===== config.mk =====
export PLATFORM = sky130hd
export DESIGN_NAME = datamem_arbiter_flat
export DESIGN_NICKNAME = d
export VERILOG_FILES = /design/src/rtl/datamem_arbiter_if.sv /design/src/rtl/datamem_arbiter.sv /design/src/flat_wrapper.sv
export SDC_FILE = /design/constraint.sdc
export NUM_CORES = 1
export LEC_CHECK = 0
export CAP_MARGIN = 10
export CORE_MARGIN = 1
export CORE_UTILIZATION = 31
export DETAILED_ROUTE_END_ITERATION = 7
export GPL_ROUTABILITY_DRIVEN = 0
export GPL_TIMING_DRIVEN = 1
export PLACE_DENSITY = 0.88
export SYNTH_ARGS = -nofsm -noshare
export SYNTH_HDL_FRONTEND = slang
export SYNTH_SLANG_ARGS = --single-unit

===== constraint.sdc =====
create_clock -name clk -period 2.5 [get_ports clk]
set_clock_uncertainty 0.2 [all_clocks]
set_input_delay 0.25 -clock clk [delete_from_list [all_inputs] [get_ports clk]]
set_output_delay 0.25 -clock clk [all_outputs]
set_load 0.05 [all_outputs]

===== src/rtl/datamem_arbiter_if.sv =====
// Bus bundle between the two data-memory requesters, the arbiter and the single-port RAM.
// The slave modport is the arbiter's view; the master modport is the environment's view.
interface datamem_arbiter_if;
  logic        freeze;
  logic        req0;
  logic        req1;
  logic        we0;
  logic        we1;
  logic [15:0] addr0;
  logic [15:0] addr1;
  logic [15:0] wdata0;
  logic [15:0] wdata1;
  logic        gnt0;
  logic        gnt1;
  logic        rvalid0;
  logic        rvalid1;
  logic [15:0] rdata0;
  logic [15:0] rdata1;
  logic        mem_en;
  logic        mem_we;
  logic [15:0] mem_addr;
  logic [15:0] mem_wdata;
  logic [15:0] mem_rdata;

  modport slave (
    input  freeze, req0, req1, we0, we1, addr0, addr1, wdata0, wdata1, mem_rdata,
    output gnt0, gnt1, rvalid0, rvalid1, rdata0, rdata1,
           mem_en, mem_we, mem_addr, mem_wdata
  );

  modport master (
    output freeze, req0, req1, we0, we1, addr0, addr1, wdata0, wdata1, mem_rdata,
    input  gnt0, gnt1, rvalid0, rvalid1, rdata0, rdata1,
           mem_en, mem_we, mem_addr, mem_wdata
  );
endinterface


===== src/rtl/datamem_arbiter.sv =====
// Two-requester arbiter for a single-port synchronous data RAM: requester 0 has priority
// until requester 1 has been denied MAXWAIT consecutive cycles; reads return two cycles after grant.
module datamem_arbiter #(
  parameter int unsigned MAXWAIT = 4
) (
  input  logic              clk,
  input  logic              reset,
  datamem_arbiter_if.slave  bus
);
  localparam logic [3:0] MAXWAIT_C = 4'(MAXWAIT);

  logic [3:0]  waitcnt_r;
  logic [3:0]  waitcnt_nxt_s;
  logic        gnt0_s;
  logic        gnt1_s;
  logic        mem_en_r;
  logic        mem_we_r;
  logic [15:0] mem_addr_r;
  logic [15:0] mem_wdata_r;
  logic        rd_pend0_r;
  logic        rd_pend1_r;
  logic        rvalid0_r;
  logic        rvalid1_r;

  // Grant selection; reset gates the combinational grants so they read 0 during reset.
  always_comb begin
    gnt0_s = 1'b0;
    gnt1_s = 1'b0;
    if (reset || bus.freeze) begin
      gnt0_s = 1'b0;
      gnt1_s = 1'b0;
    end else if (bus.req1 && (waitcnt_r >= MAXWAIT_C)) begin
      gnt1_s = 1'b1;
    end else if (bus.req0) begin
      gnt0_s = 1'b1;
    end else if (bus.req1) begin
      gnt1_s = 1'b1;
    end else begin
      gnt0_s = 1'b0;
      gnt1_s = 1'b0;
    end
  end

  // Starvation counter next value: holds while frozen, saturates at 15.
  always_comb begin
    waitcnt_nxt_s = waitcnt_r;
    if (bus.freeze) begin
      waitcnt_nxt_s = waitcnt_r;
    end else if (gnt1_s || !bus.req1) begin
      waitcnt_nxt_s = 4'd0;
    end else if (waitcnt_r != 4'd15) begin
      waitcnt_nxt_s = waitcnt_r + 4'd1;
    end else begin
      waitcnt_nxt_s = waitcnt_r;
    end
  end

  // Starvation counter register.
  always_ff @(posedge clk or posedge reset) begin
    if (reset) begin
      waitcnt_r <= 4'd0;
    end else begin
      waitcnt_r <= waitcnt_nxt_s;
    end
  end

  // Registered memory strobes; a no-grant cycle drives an all-zero command.
  always_ff @(posedge clk or posedge reset) begin
    if (reset) begin
      mem_en_r    <= 1'b0;
      mem_we_r    <= 1'b0;
      mem_addr_r  <= 16'h0000;
      mem_wdata_r <= 16'h0000;
    end else if (gnt0_s) begin
      mem_en_r    <= 1'b1;
      mem_we_r    <= bus.we0;
      mem_addr_r  <= bus.addr0;
      mem_wdata_r <= bus.wdata0;
    end else if (gnt1_s) begin
      mem_en_r    <= 1'b1;
      mem_we_r    <= bus.we1;
      mem_addr_r  <= bus.addr1;
      mem_wdata_r <= bus.wdata1;
    end else begin
      mem_en_r    <= 1'b0;
      mem_we_r    <= 1'b0;
      mem_addr_r  <= 16'h0000;
      mem_wdata_r <= 16'h0000;
    end
  end

  // Read-return pipeline: one stage tracks the RAM access, the next marks data valid.
  always_ff @(posedge clk or posedge reset) begin
    if (reset) begin
      rd_pend0_r <= 1'b0;
      rd_pend1_r <= 1'b0;
      rvalid0_r  <= 1'b0;
      rvalid1_r  <= 1'b0;
    end else begin
      rd_pend0_r <= gnt0_s && !bus.we0;
      rd_pend1_r <= gnt1_s && !bus.we1;
      rvalid0_r  <= rd_pend0_r;
      rvalid1_r  <= rd_pend1_r;
    end
  end

  assign bus.gnt0      = gnt0_s;
  assign bus.gnt1      = gnt1_s;
  assign bus.mem_en    = mem_en_r;
  assign bus.mem_we    = mem_we_r;
  assign bus.mem_addr  = mem_addr_r;
  assign bus.mem_wdata = mem_wdata_r;
  assign bus.rvalid0   = rvalid0_r;
  assign bus.rvalid1   = rvalid1_r;
  // RAM output is only valid in the return cycle, so the data path bypasses a register.
  assign bus.rdata0    = rvalid0_r ? bus.mem_rdata : 16'h0000;
  assign bus.rdata1    = rvalid1_r ? bus.mem_rdata : 16'h0000;
endmodule


===== src/flat_wrapper.sv =====
// flat-port wrapper written by rule: the top's interface ports become plain ports
module datamem_arbiter_flat 
#(
  parameter int unsigned MAXWAIT = 4
)
  (clk, reset, bus_freeze, bus_req0, bus_req1, bus_we0, bus_we1, bus_addr0, bus_addr1, bus_wdata0, bus_wdata1, bus_mem_rdata, bus_gnt0, bus_gnt1, bus_rvalid0, bus_rvalid1, bus_rdata0, bus_rdata1, bus_mem_en, bus_mem_we, bus_mem_addr, bus_mem_wdata);
  datamem_arbiter_if bus_i ();
  input  logic clk;
  input  logic reset;
  input wire logic [$bits(bus_i.freeze)-1:0] bus_freeze;
  input wire logic [$bits(bus_i.req0)-1:0] bus_req0;
  input wire logic [$bits(bus_i.req1)-1:0] bus_req1;
  input wire logic [$bits(bus_i.we0)-1:0] bus_we0;
  input wire logic [$bits(bus_i.we1)-1:0] bus_we1;
  input wire logic [$bits(bus_i.addr0)-1:0] bus_addr0;
  input wire logic [$bits(bus_i.addr1)-1:0] bus_addr1;
  input wire logic [$bits(bus_i.wdata0)-1:0] bus_wdata0;
  input wire logic [$bits(bus_i.wdata1)-1:0] bus_wdata1;
  input wire logic [$bits(bus_i.mem_rdata)-1:0] bus_mem_rdata;
  output wire logic [$bits(bus_i.gnt0)-1:0] bus_gnt0;
  output wire logic [$bits(bus_i.gnt1)-1:0] bus_gnt1;
  output wire logic [$bits(bus_i.rvalid0)-1:0] bus_rvalid0;
  output wire logic [$bits(bus_i.rvalid1)-1:0] bus_rvalid1;
  output wire logic [$bits(bus_i.rdata0)-1:0] bus_rdata0;
  output wire logic [$bits(bus_i.rdata1)-1:0] bus_rdata1;
  output wire logic [$bits(bus_i.mem_en)-1:0] bus_mem_en;
  output wire logic [$bits(bus_i.mem_we)-1:0] bus_mem_we;
  output wire logic [$bits(bus_i.mem_addr)-1:0] bus_mem_addr;
  output wire logic [$bits(bus_i.mem_wdata)-1:0] bus_mem_wdata;
  assign bus_i.freeze = bus_freeze;
  assign bus_i.req0 = bus_req0;
  assign bus_i.req1 = bus_req1;
  assign bus_i.we0 = bus_we0;
  assign bus_i.we1 = bus_we1;
  assign bus_i.addr0 = bus_addr0;
  assign bus_i.addr1 = bus_addr1;
  assign bus_i.wdata0 = bus_wdata0;
  assign bus_i.wdata1 = bus_wdata1;
  assign bus_i.mem_rdata = bus_mem_rdata;
  assign bus_gnt0 = bus_i.gnt0;
  assign bus_gnt1 = bus_i.gnt1;
  assign bus_rvalid0 = bus_i.rvalid0;
  assign bus_rvalid1 = bus_i.rvalid1;
  assign bus_rdata0 = bus_i.rdata0;
  assign bus_rdata1 = bus_i.rdata1;
  assign bus_mem_en = bus_i.mem_en;
  assign bus_mem_we = bus_i.mem_we;
  assign bus_mem_addr = bus_i.mem_addr;
  assign bus_mem_wdata = bus_i.mem_wdata;
  datamem_arbiter #(.MAXWAIT(MAXWAIT)) u_core (.clk(clk), .reset(reset), .bus(bus_i));
endmodule

# Word-level counts from Yosys, hierarchy flattened
# Cells that the tools add are included.
dict set report classes {
  n_addsub 1
  order_cmp 1
  n_eq_ne 1
  muxes 19
  n_bitwise 1
  reduce_logical 10
}
# cell n
set op_table {}
lappend op_table {{two-way mux 16 bit} 6}
lappend op_table {{two-way mux 1 bit} 11}
lappend op_table {{two-way mux 4 bit} 2}
lappend op_table {{adder 4 x 1 -> 4 bit (second input constant)} 1}
lappend op_table {{greater-or-equal comparator 4 x 3 -> 1 bit (second input constant)} 1}
lappend op_table {{inequality test 4 bit (second input constant)} 1}
lappend op_table {{logical AND 1 bit} 3}
lappend op_table {{zero test 1 bit} 3}
lappend op_table {{logical OR 1 bit} 2}
lappend op_table {{AND reduction 2 bit} 1}
lappend op_table {{nonzero test 2 bit} 1}
lappend op_table {{NOT 1 bit} 1}
dict set report word_totals {
  ff_bits 42
  inputBits 87
  elab_cells 42
}

# Longest topological paths before layout
# Gate-level depths: netlist of run 1.
dict set report logic_depth {
  word_depth 7
  depth_mapped 5
  ltp_nobuf 4
}

# Worst setup path after synthesis of run 1
# No wires, ideal clock.
dict set report synth_path {
  kind {input to register}
  start {input reset}
  end {register u_core.waitcnt_r[0]}
  setup_time_ns 0.125
  arrival_time_ns 1.654
  required_ns 2.175
  setup_slack_ns 0.522
  cell_stages 3
  n_path_buf 0
  path_cell_list {inv_1 -> a2111oi_2 -> mux2_2}
}
dict set report synth_between {
  elab_chain_cells 5
  elab_cells_between_ends 6
  classes_between {2 x mux; 4 x reduce/logical}
}
# element line_no
set synth_lines {}
lappend synth_lines {{start: declaration} flat_wrapper.sv:9} ;# input logic reset;
lappend synth_lines {{logical OR 1 bit (*)} datamem_arbiter.sv:29} ;# if (reset || bus.freeze) begin
lappend synth_lines {{two-way mux 1 bit (*)} datamem_arbiter.sv:29}
lappend synth_lines {{logical OR 1 bit (*)} datamem_arbiter.sv:49} ;# end else if (gnt1_s || !bus.req1) begin
lappend synth_lines {{nonzero test 2 bit (no line)} --}
lappend synth_lines {{AND reduction 2 bit (no line)} --}
lappend synth_lines {{end signal: assignment} datamem_arbiter.sv:63} ;# waitcnt_r <= waitcnt_nxt_s;
lappend synth_lines {{end: declaration} datamem_arbiter.sv:12} ;# logic [3:0] waitcnt_r;
# Mark *: on every way between the ends. The rest lies on a longest branch, timed or not.
# A chain may end at the register's enable or synchronous reset.

# Worst setup path after layout of run 1
dict set report layout_path {
  start {register u_core.rvalid1_r (netlist: u_core.bus.rvalid1)}
  end {output bus_rdata1[14]}
}
dict set report layout_between {
  elab_chain_cells 1
}
# element line_no
set layout_lines {}
lappend layout_lines {{start: declaration} datamem_arbiter.sv:23} ;# logic rvalid1_r;
lappend layout_lines {{start signal: assignment} datamem_arbiter.sv:103} ;# rvalid1_r <= rd_pend1_r;
lappend layout_lines {{two-way mux 16 bit} datamem_arbiter.sv:117} ;# assign bus.rdata1 = rvalid1_r ? bus.mem_rdata : 16'h0000;
lappend layout_lines {{end: declaration} flat_wrapper.sv:25} ;# output wire logic [$bits(bus_i.rdata1)-1:0] bus_rdata1;
# No other way between the ends.

==> flow_results.org, run 1 <==
** Timing
- The number of hold violations in the final report was 0.
- The clock period could shrink to 2.34 ns.
- Final setup violation count :: 0
- Based on the critical path, the design can be clocked at up to 0.428 GHz.
- Slew at the pin closest to its max-slew limit :: 0.587 ns
- The worst pin sits at a relative slew slack of 60.8%.
- The final critical path takes up 93.5% of the cycle.
- Setup repair after global routing left no endpoint under its margin.
- The final-report max-slew violation count was 0.
- Final sum of negative setup slack :: 0 ns
- Smallest setup slack after layout :: 0.162 ns

** Global route
- For this run, the total global-route usage over all layers was measured as 18.6%.
- Maximum number of pins on one net before global-route repair :: 43
- The first global-routing pass estimated 8640 um of wire.
- Vias in the first global route :: 1783
- The initial antenna violation count was 0.
- Global routing finished with a remaining overflow of 0.

** Placed design
- Buffers placed on the I/O ports in this run total 156.
- Placed instance count :: 367
- Prior to clock tree synthesis, the placed netlist has a worst setup slack of 0.261 ns.
- HPWL after detailed placement :: 4510 um

** Die
- Number of ports placed on the die boundary :: 157
- Horiz. Die Dim :: 78.3 um
- Initial Util :: 32.4%
- From bottom edge to top edge, the die measures 78.3 um.
- The core region is 0.00557 mm^2.
- The die covers 0.00613 mm^2.
- Num rows :: 27

** Synthesis
- The number of nets in the synthesized netlist is 233.
- Number of standard cells after synthesis :: 145
- Post-synth cell types :: 24
- Most area-consuming cells after synthesis :: sky130_fd_sc_hd__dfrtp_1 58%, sky130_fd_sc_hd__a22o_1 16%, sky130_fd_sc_hd__and2_1 12%
- The synthesized design devotes to its leading area cell type 58.2% of total area.
- Yosys synthesis warning count :: 0
- The share of the Yosys chip area taken by registers is 58.2%.
- Netlist area before placement :: 0.00181 mm^2
- After synthesis, the share of flip-flops with an asynchronous set or reset is 100%.
- Average footprint of a synthesized cell :: 12.5 um^2
- The synthesized design contains 0 enable-type register cells.
- Yosys top cell by area :: sky130_fd_sc_hd__dfrtp_1
- Leading cell types by count after synthesis :: 42 x sky130_fd_sc_hd__dfrtp_1, 34 x sky130_fd_sc_hd__and2_1, 33 x sky130_fd_sc_hd__a22o_1
- Synthesis inferred 42 register bits.
- In the post-synthesis netlist, the cell with the most instances is sky130_fd_sc_hd__dfrtp_1.
- Among all flip-flop cells after synthesis, the most frequent one is sky130_fd_sc_hd__dfrtp_1.

** Clock tree
- After clock tree synthesis, the repair step resized 0 gates.
- Clock sink count :: 42
- The clock passes through at most 2 buffers.
- In this run the clock root is driven by a sky130_fd_sc_hd__clkbuf_8.
- Number of H-tree levels :: 2
- Hold repair after CTS inserted 0 buffers.
- Post-CTS Setup Bufs :: 0
- CTS tree :: built
- The number of clock buffers added by TritonCTS is 5.
- Clock input transition at the sequential cells of the worst setup and hold paths :: 0.07 ns
- Clk_lat worst skew :: 0.28 ns

** Routing
- Dividing the detail-routed via count by the number of cells gives 4.66.
- Average wire per standard cell :: 14.8 um
- Top Layer Used :: met4
- Total length of routed wires :: 5550 um
- Detailed-router iteration count before antenna repair :: 4
- After detailed routing, the number of remaining DRC violations is 0.
- Routed metal-1 wire length :: 2020 um
- Routed length on met2 :: 2890 um
- Detailed route wirelength on metal3 :: 499 um
- Total via count after detailed routing :: 1749
- Once detail routing completed, the nets flagged for antenna violations numbered 0.
- In this run, the number of DRC markers left after iteration 0 of detailed routing was 53.

** Critical path
- The endpoint identified for the worst register-to-register timing path is u_core.bus.mem_wdata[10].
- The setup path with the least slack is of type reg2out.
- Category of the worst setup path launch point :: flop
- The worst setup path is captured at an output port.
- Measured in cells, the most critical reg-to-reg path has a length of 4.
- Data on the critical path is required at its endpoint by 2.05 ns.
- For flop-to-flop paths, the worst setup slack is 0.62 ns.
- For the worst setup path, the data arrival time is 1.89 ns.
- In this run the worst path has a maximum fanout of 17.
- The worst register-to-register path begins at u_core.waitcnt_r[3].

** Cells and area
- The finished layout holds 375 standard cells, fillers aside.
- The net count of the finished layout is 390.
- Area grow syn2layout :: 96.2%
- Cells with a size suffix above 1 make up 5.61% of the layout.
- Cells fill 63.5% of the core in the end.
- The number of antenna diodes in the final layout is 0.

** Power
- Maximum vdd drop :: 333 uV
- Leakage dissipation :: 1.52 nW
- Total Power Consumption :: 1.65 mW
- P per Cell Area :: 467 mW/mm^2

** Run
- Number of max-cap violations :: 0

** Min path
- The min-delay analysis places its worst path in the category reg2reg.
- Min-Delay Endpoint :: u_core.bus.rvalid0
- The worst hold path begins at u_core.rd_pend0_r.
- Along the worst hold path, the cell count comes to 0.

** Outcome
- The flow ran to the end, and the final reports show no timing, DRC or antenna violations.
[area by class of cell]
class / count / area (um^2)
well taps: 72 / 90.1
clock buffers: 6 / 72.6
inverters: 4 / 15.0
clock inverters: 2 / 37.5
repair buffers: 160 / 1610
multi-input cells: 89 / 667
flip-flops and latches: 42 / 1050
fillers: 472 / 2030
[per-stage QoR]
stage	instance area (um^2)	hold WS [ns]
6_report	3540	0.160
5_1_grt	3540	0.166
2_1_floorplan	1810	0.116
3_3_place_gp	3430	0.131
4_1_cts	3540	0.161
3_5_place_dp	3430	0.143
[placed cells by master, fill, tap and decap left out, types with 2 or more instances in the layout]
cell and n:
sky130_fd_sc_hd__clkdlybuf4s50_1 153, sky130_fd_sc_hd__dfrtp_1 42, sky130_fd_sc_hd__and2_1 34, sky130_fd_sc_hd__a22o_1 33, sky130_fd_sc_hd__clkbuf_8 5, sky130_fd_sc_hd__buf_4 5
sky130_fd_sc_hd__inv_1 3, sky130_fd_sc_hd__and3_1 3, sky130_fd_sc_hd__nor3_1 2, sky130_fd_sc_hd__nor2_1 2, sky130_fd_sc_hd__nor2b_1 2, sky130_fd_sc_hd__buf_12 2
[layer usage]
metal  up-vias  global-route usage [%]
met1       805                    19.0
met4         0                    6.85
met5         -                       0
met2       101                    35.1
li1        831                       -
met3        12                    6.05
[cell families (layout without fill, tap and decap cells)]
group	after synthesis	after routing	share of synthesized area (%)
AOI/OAI and AO/OA	40	40	19.4
adders and majority gates	1	1	0.693
buffers and inverters	14	172	4.85
DFF	42	42	58.2
muxes	2	2	1.18
and+or+nand+nor	46	46	15.7
[worst max path at each step]
stage / startpoint / to / slack (ns) / depth (start not counted)
floorplan: reset / u_core.waitcnt_r[0] / 0.52 / 3
global placement: bus_req0 / bus_gnt1 / 0.29 / 5
detailed placement: bus_req0 / bus_gnt1 / 0.26 / 5
CTS: u_core.bus.rvalid0 / bus_rdata0[1] / 0.13 / 2
global route: u_core.bus.rvalid1 / bus_rdata1[13] / 0.03 / 2
finish: u_core.bus.rvalid1 / bus_rdata1[14] / 0.16 / 2
[sequential cells by signal, indices dropped and copies added (netlist names)]
| register | flops |
|---|---|
| u_core.bus.mem_addr | 16 |
| u_core.bus.mem_en | 1 |
| u_core.bus.mem_wdata | 16 |
| u_core.bus.mem_we | 1 |
| u_core.bus.rvalid0 | 1 |
| u_core.bus.rvalid1 | 1 |
| u_core.rd_pend0_r | 1 |
| u_core.rd_pend1_r | 1 |
| u_core.waitcnt_r | 4 |
[worst max-delay path, cell delays in order, from the launching register on]
cell and delay, ns:
sky130_fd_sc_hd__dfrtp_1 0.60, sky130_fd_sc_hd__and2_1 0.21, sky130_fd_sc_hd__clkdlybuf4s50_1 0.80
[report_power, final]
group | switching (mW) | internal [mW]
sequential | 0.0133 | 0.708
combinational | 0.203 | 0.207
clock | 0.224 | 0.298
total | 0.440 | 1.21
(Power assumes the default switching activity.)
==> run 2: changes to the inputs <==
--- a/config.mk
+++ b/config.mk
@@ -5,6 +5,7 @@
 export SDC_FILE = /design/constraint.sdc
 export NUM_CORES = 1
 export LEC_CHECK = 0
+export ABC_CLOCK_PERIOD_IN_PS = 2500
 export CAP_MARGIN = 10
 export CORE_MARGIN = 1
 export CORE_UTILIZATION = 31
@@ -12,6 +13,8 @@
 export GPL_ROUTABILITY_DRIVEN = 0
 export GPL_TIMING_DRIVEN = 1
 export PLACE_DENSITY = 0.88
+export REMOVE_ABC_BUFFERS = 1
 export SYNTH_ARGS = -nofsm -noshare
 export SYNTH_HDL_FRONTEND = slang
 export SYNTH_SLANG_ARGS = --single-unit
+export TNS_END_PERCENT = 5
==> flow_results.org, run 2 (synthesis gave the netlist of run 1 again) <==
** Run
- The max capacitance violation total is 0 (unchanged).

** Routing
- The overall routed net length was 5280 um (-4.9%).
- The per-cell via count in the routed design came to 4.71 (+0.88%).
- The number of design-rule violations left by the first detailed-router iteration is 88 (+66%).
- Number of DRC violations after detailed routing :: 0 (unchanged)
- DRT antenna net count :: 0 (unchanged)
- The number of iterations in the first detailed-routing pass was 6 (+2).
- Average wire per standard cell :: 14.2 um (-4.4%)
- The total number of vias is 1755 (+0.34%).

** Cells and area
- Number of fill cells :: 450 (-4.7%)
- Share of post-route cells with drive strength above 1 :: 4.98% (-0.63 points)
- The final net count is 389 (-0.26%).
- Antenna fix cells :: 0 (unchanged)
- Leading cell type in the layout, fill and taps excluded :: sky130_fd_sc_hd__clkdlybuf4s50_1
- The final cell utilization of the core was 63.4% (-0.18 points).
- The cell area after layout is 0.00353 mm^2 (-0.28%).
- Area grow syn2layout :: 95.6%
- The footprint of the multi-input gates was 667 um^2 (unchanged).
- Highest-count cells in the layout ignoring fill and taps :: 154 x sky130_fd_sc_hd__clkdlybuf4s50_1, 42 x sky130_fd_sc_hd__dfrtp_1, 34 x sky130_fd_sc_hd__and2_1
- The footprint of the flip-flops and latches is 0.00105 mm^2 (unchanged).

** Global route
- The number of global-route vias before repair is 1698 (-4.8%).
- The initial antenna violation count was 0 (unchanged).
- The pin count of the biggest net entering global routing was 43 (unchanged).
- The aggregate global routing overflow is 0 (unchanged).
- Total routing resource utilization after global routing :: 17.1% (-1.5 points)
- The global-route wire length before repair was 8000 um (-7.4%).

** Die
- Initial Util :: 32.4% (unchanged)
- The count of standard-cell rows came to 27 (unchanged).
- The die boundary width came to 78.3 um (unchanged).
- Number of ports placed on the die boundary :: 157 (unchanged)
- Core Region :: 0.00557 mm^2 (unchanged)
- The die area came to 0.00613 mm^2 (unchanged).
- The vertical die dimension came to 78.3 um (unchanged).

** Clock tree
- Clock sink count :: 42 (unchanged)
- TritonCTS built the clock tree.
- The total clock buffers created by CTS is 5 (unchanged).
- Post-CTS Setup Bufs :: 0 (unchanged)
- Number of H-tree levels :: 2 (unchanged)
- Clk_lat worst skew :: 0.28 ns (about the same)
- Clock input transition at the sequential cells of the worst setup and hold paths :: 0.07 ns (about the same)
- The cell sitting at the root of the clock tree is a sky130_fd_sc_hd__clkbuf_8.
- The post-CTS resize count came to 0 (unchanged).
- The hold-fix buffer count after cts is 0 (unchanged).
- Buffer levels on the longest clock path :: 2 (unchanged)

** Placed design
- The estimated wirelength of the detail-placed design was 4170 um (-7.6%).
- The number of buffers added on ports came to 156 (unchanged).
- The post-placement cell area came to 0.00345 mm^2 (+0.58%).
- The minimum setup slack after placement is 0.320 ns (+0.0594 ns).

** Critical path
- Category of the worst setup path launch point :: flop
- The worst setup path is captured at an output port.
- R2R Path Start :: u_core.waitcnt_r[2]
- The critical path ends at bus_rdata1[6].
- Max incr delay on CP :: 0.80 ns (about the same)
- The required time of the worst setup path came to 2.05 ns (about the same).
- Critical path class :: reg2out
- The data arrival at the endpoint of the critical path came to 1.86 ns (-0.03 ns).
- CP max-delay cell :: sky130_fd_sc_hd__clkdlybuf4s50_1
- The endpoint identified for the worst register-to-register timing path is u_core.bus.mem_wdata[5].
- Timing startpoint of the critical path :: u_core.bus.rvalid1
- Register-to-Register Setup Slack :: 0.68 ns (+0.06 ns)
- The cell depth of the worst flop-to-flop path is 4 (unchanged).
- Critical-path maximum fanout :: 17 (unchanged)
- Cell breakdown of the critical path :: and2_1 > clkdlybuf4s50_1

** Timing
- Final worst path period need :: 2.31 ns (-0.0284 ns)
- Final sum of negative setup slack :: 0 ns (unchanged)
- Setup repair after global routing left no endpoint under its margin.
- The final-report max-slew violation count came to 0 (unchanged).
- Highest Clock Rate :: 0.433 GHz (+1.2%)
- Slew at the pin closest to its max-slew limit :: 0.547 ns (-0.0397 ns)
- Slew headroom :: 63.4% (+2.7 points)
- Final critical-path share of the clock period :: 92.4% (-1.1 points)
- Final setup violation count :: 0 (unchanged)
- The number of hold violations in the final report was 0 (unchanged).
- The worst setup slack after layout is 0.190 ns (+0.0284 ns).

** Power
- Leakage dissipation :: 1.51 nW (-0.84%)
- The power per unit of standard cell area was 436 mW/mm^2 (-6.6%).
- The peak supply drop came to 294 uV (-12%).

** Min path
- Worst min-delay path class :: reg2reg

** Outcome
- Outcome :: completed
run 2: power breakdown:
part | internal, mW | leakage, nW | switching [mW]
combinational | 0.210 | 0.903 | 0.204
sequential | 0.708 | 0.571 | 0.0134
clock | 0.191 | 0.0373 | 0.213
run 2: routing by layer:
metal  global-route usage [%]  vias to the layer above  wire [um]
li1                         -                      827          -
met1                     17.3                      807       1820
met2                     31.5                      119       2750
met3                     7.91                        2        680
met4                     4.44                        0         26
met5                        0                        -          0
run 2: final cells by class:
cell class                      instances  share of cell area (%)
Clock buffer                            6                    2.05
Clock inverter                          1                   0.213
Inverter                                4                   0.425
Multi-Input combinational cell         89                    18.9
Sequential cell                        42                    29.8
Tap cell                               72                    2.55
Timing Repair Buffer                  159                    46.1
run 2: worst min-delay path by stage:
stage                                  from            endpoint  cells after the start
after floorplan                     bus_we1   u_core.rd_pend1_r                      1
after global placement    u_core.rd_pend0_r  u_core.bus.rvalid0                      0
after detailed placement  u_core.rd_pend0_r  u_core.bus.rvalid0                      0
after CTS                 u_core.rd_pend0_r  u_core.bus.rvalid0                      0
after global routing      u_core.rd_pend0_r  u_core.bus.rvalid0                      0
final                     u_core.rd_pend0_r  u_core.bus.rvalid0                      0
run 2: per-stage QoR:
| step | hold WS [ns] | power (mW) | std cells |
|---|---|---|---|
| floorplan | 0.116 | 0.915 | 135 |
| global placement | 0.131 | 1.14 | 366 |
| detailed placement | 0.136 | 1.15 | 366 |
| CTS | 0.153 | 1.56 | 373 |
| global route | 0.165 | 1.61 | 373 |
| finish | 0.150 | 1.54 | 373 |
run 2: critical path, delay by kind of cell (launching register included):
family	cells	cell delay (ns)
buf+inv	1	0.80
flops	1	0.58
simple gates	1	0.20
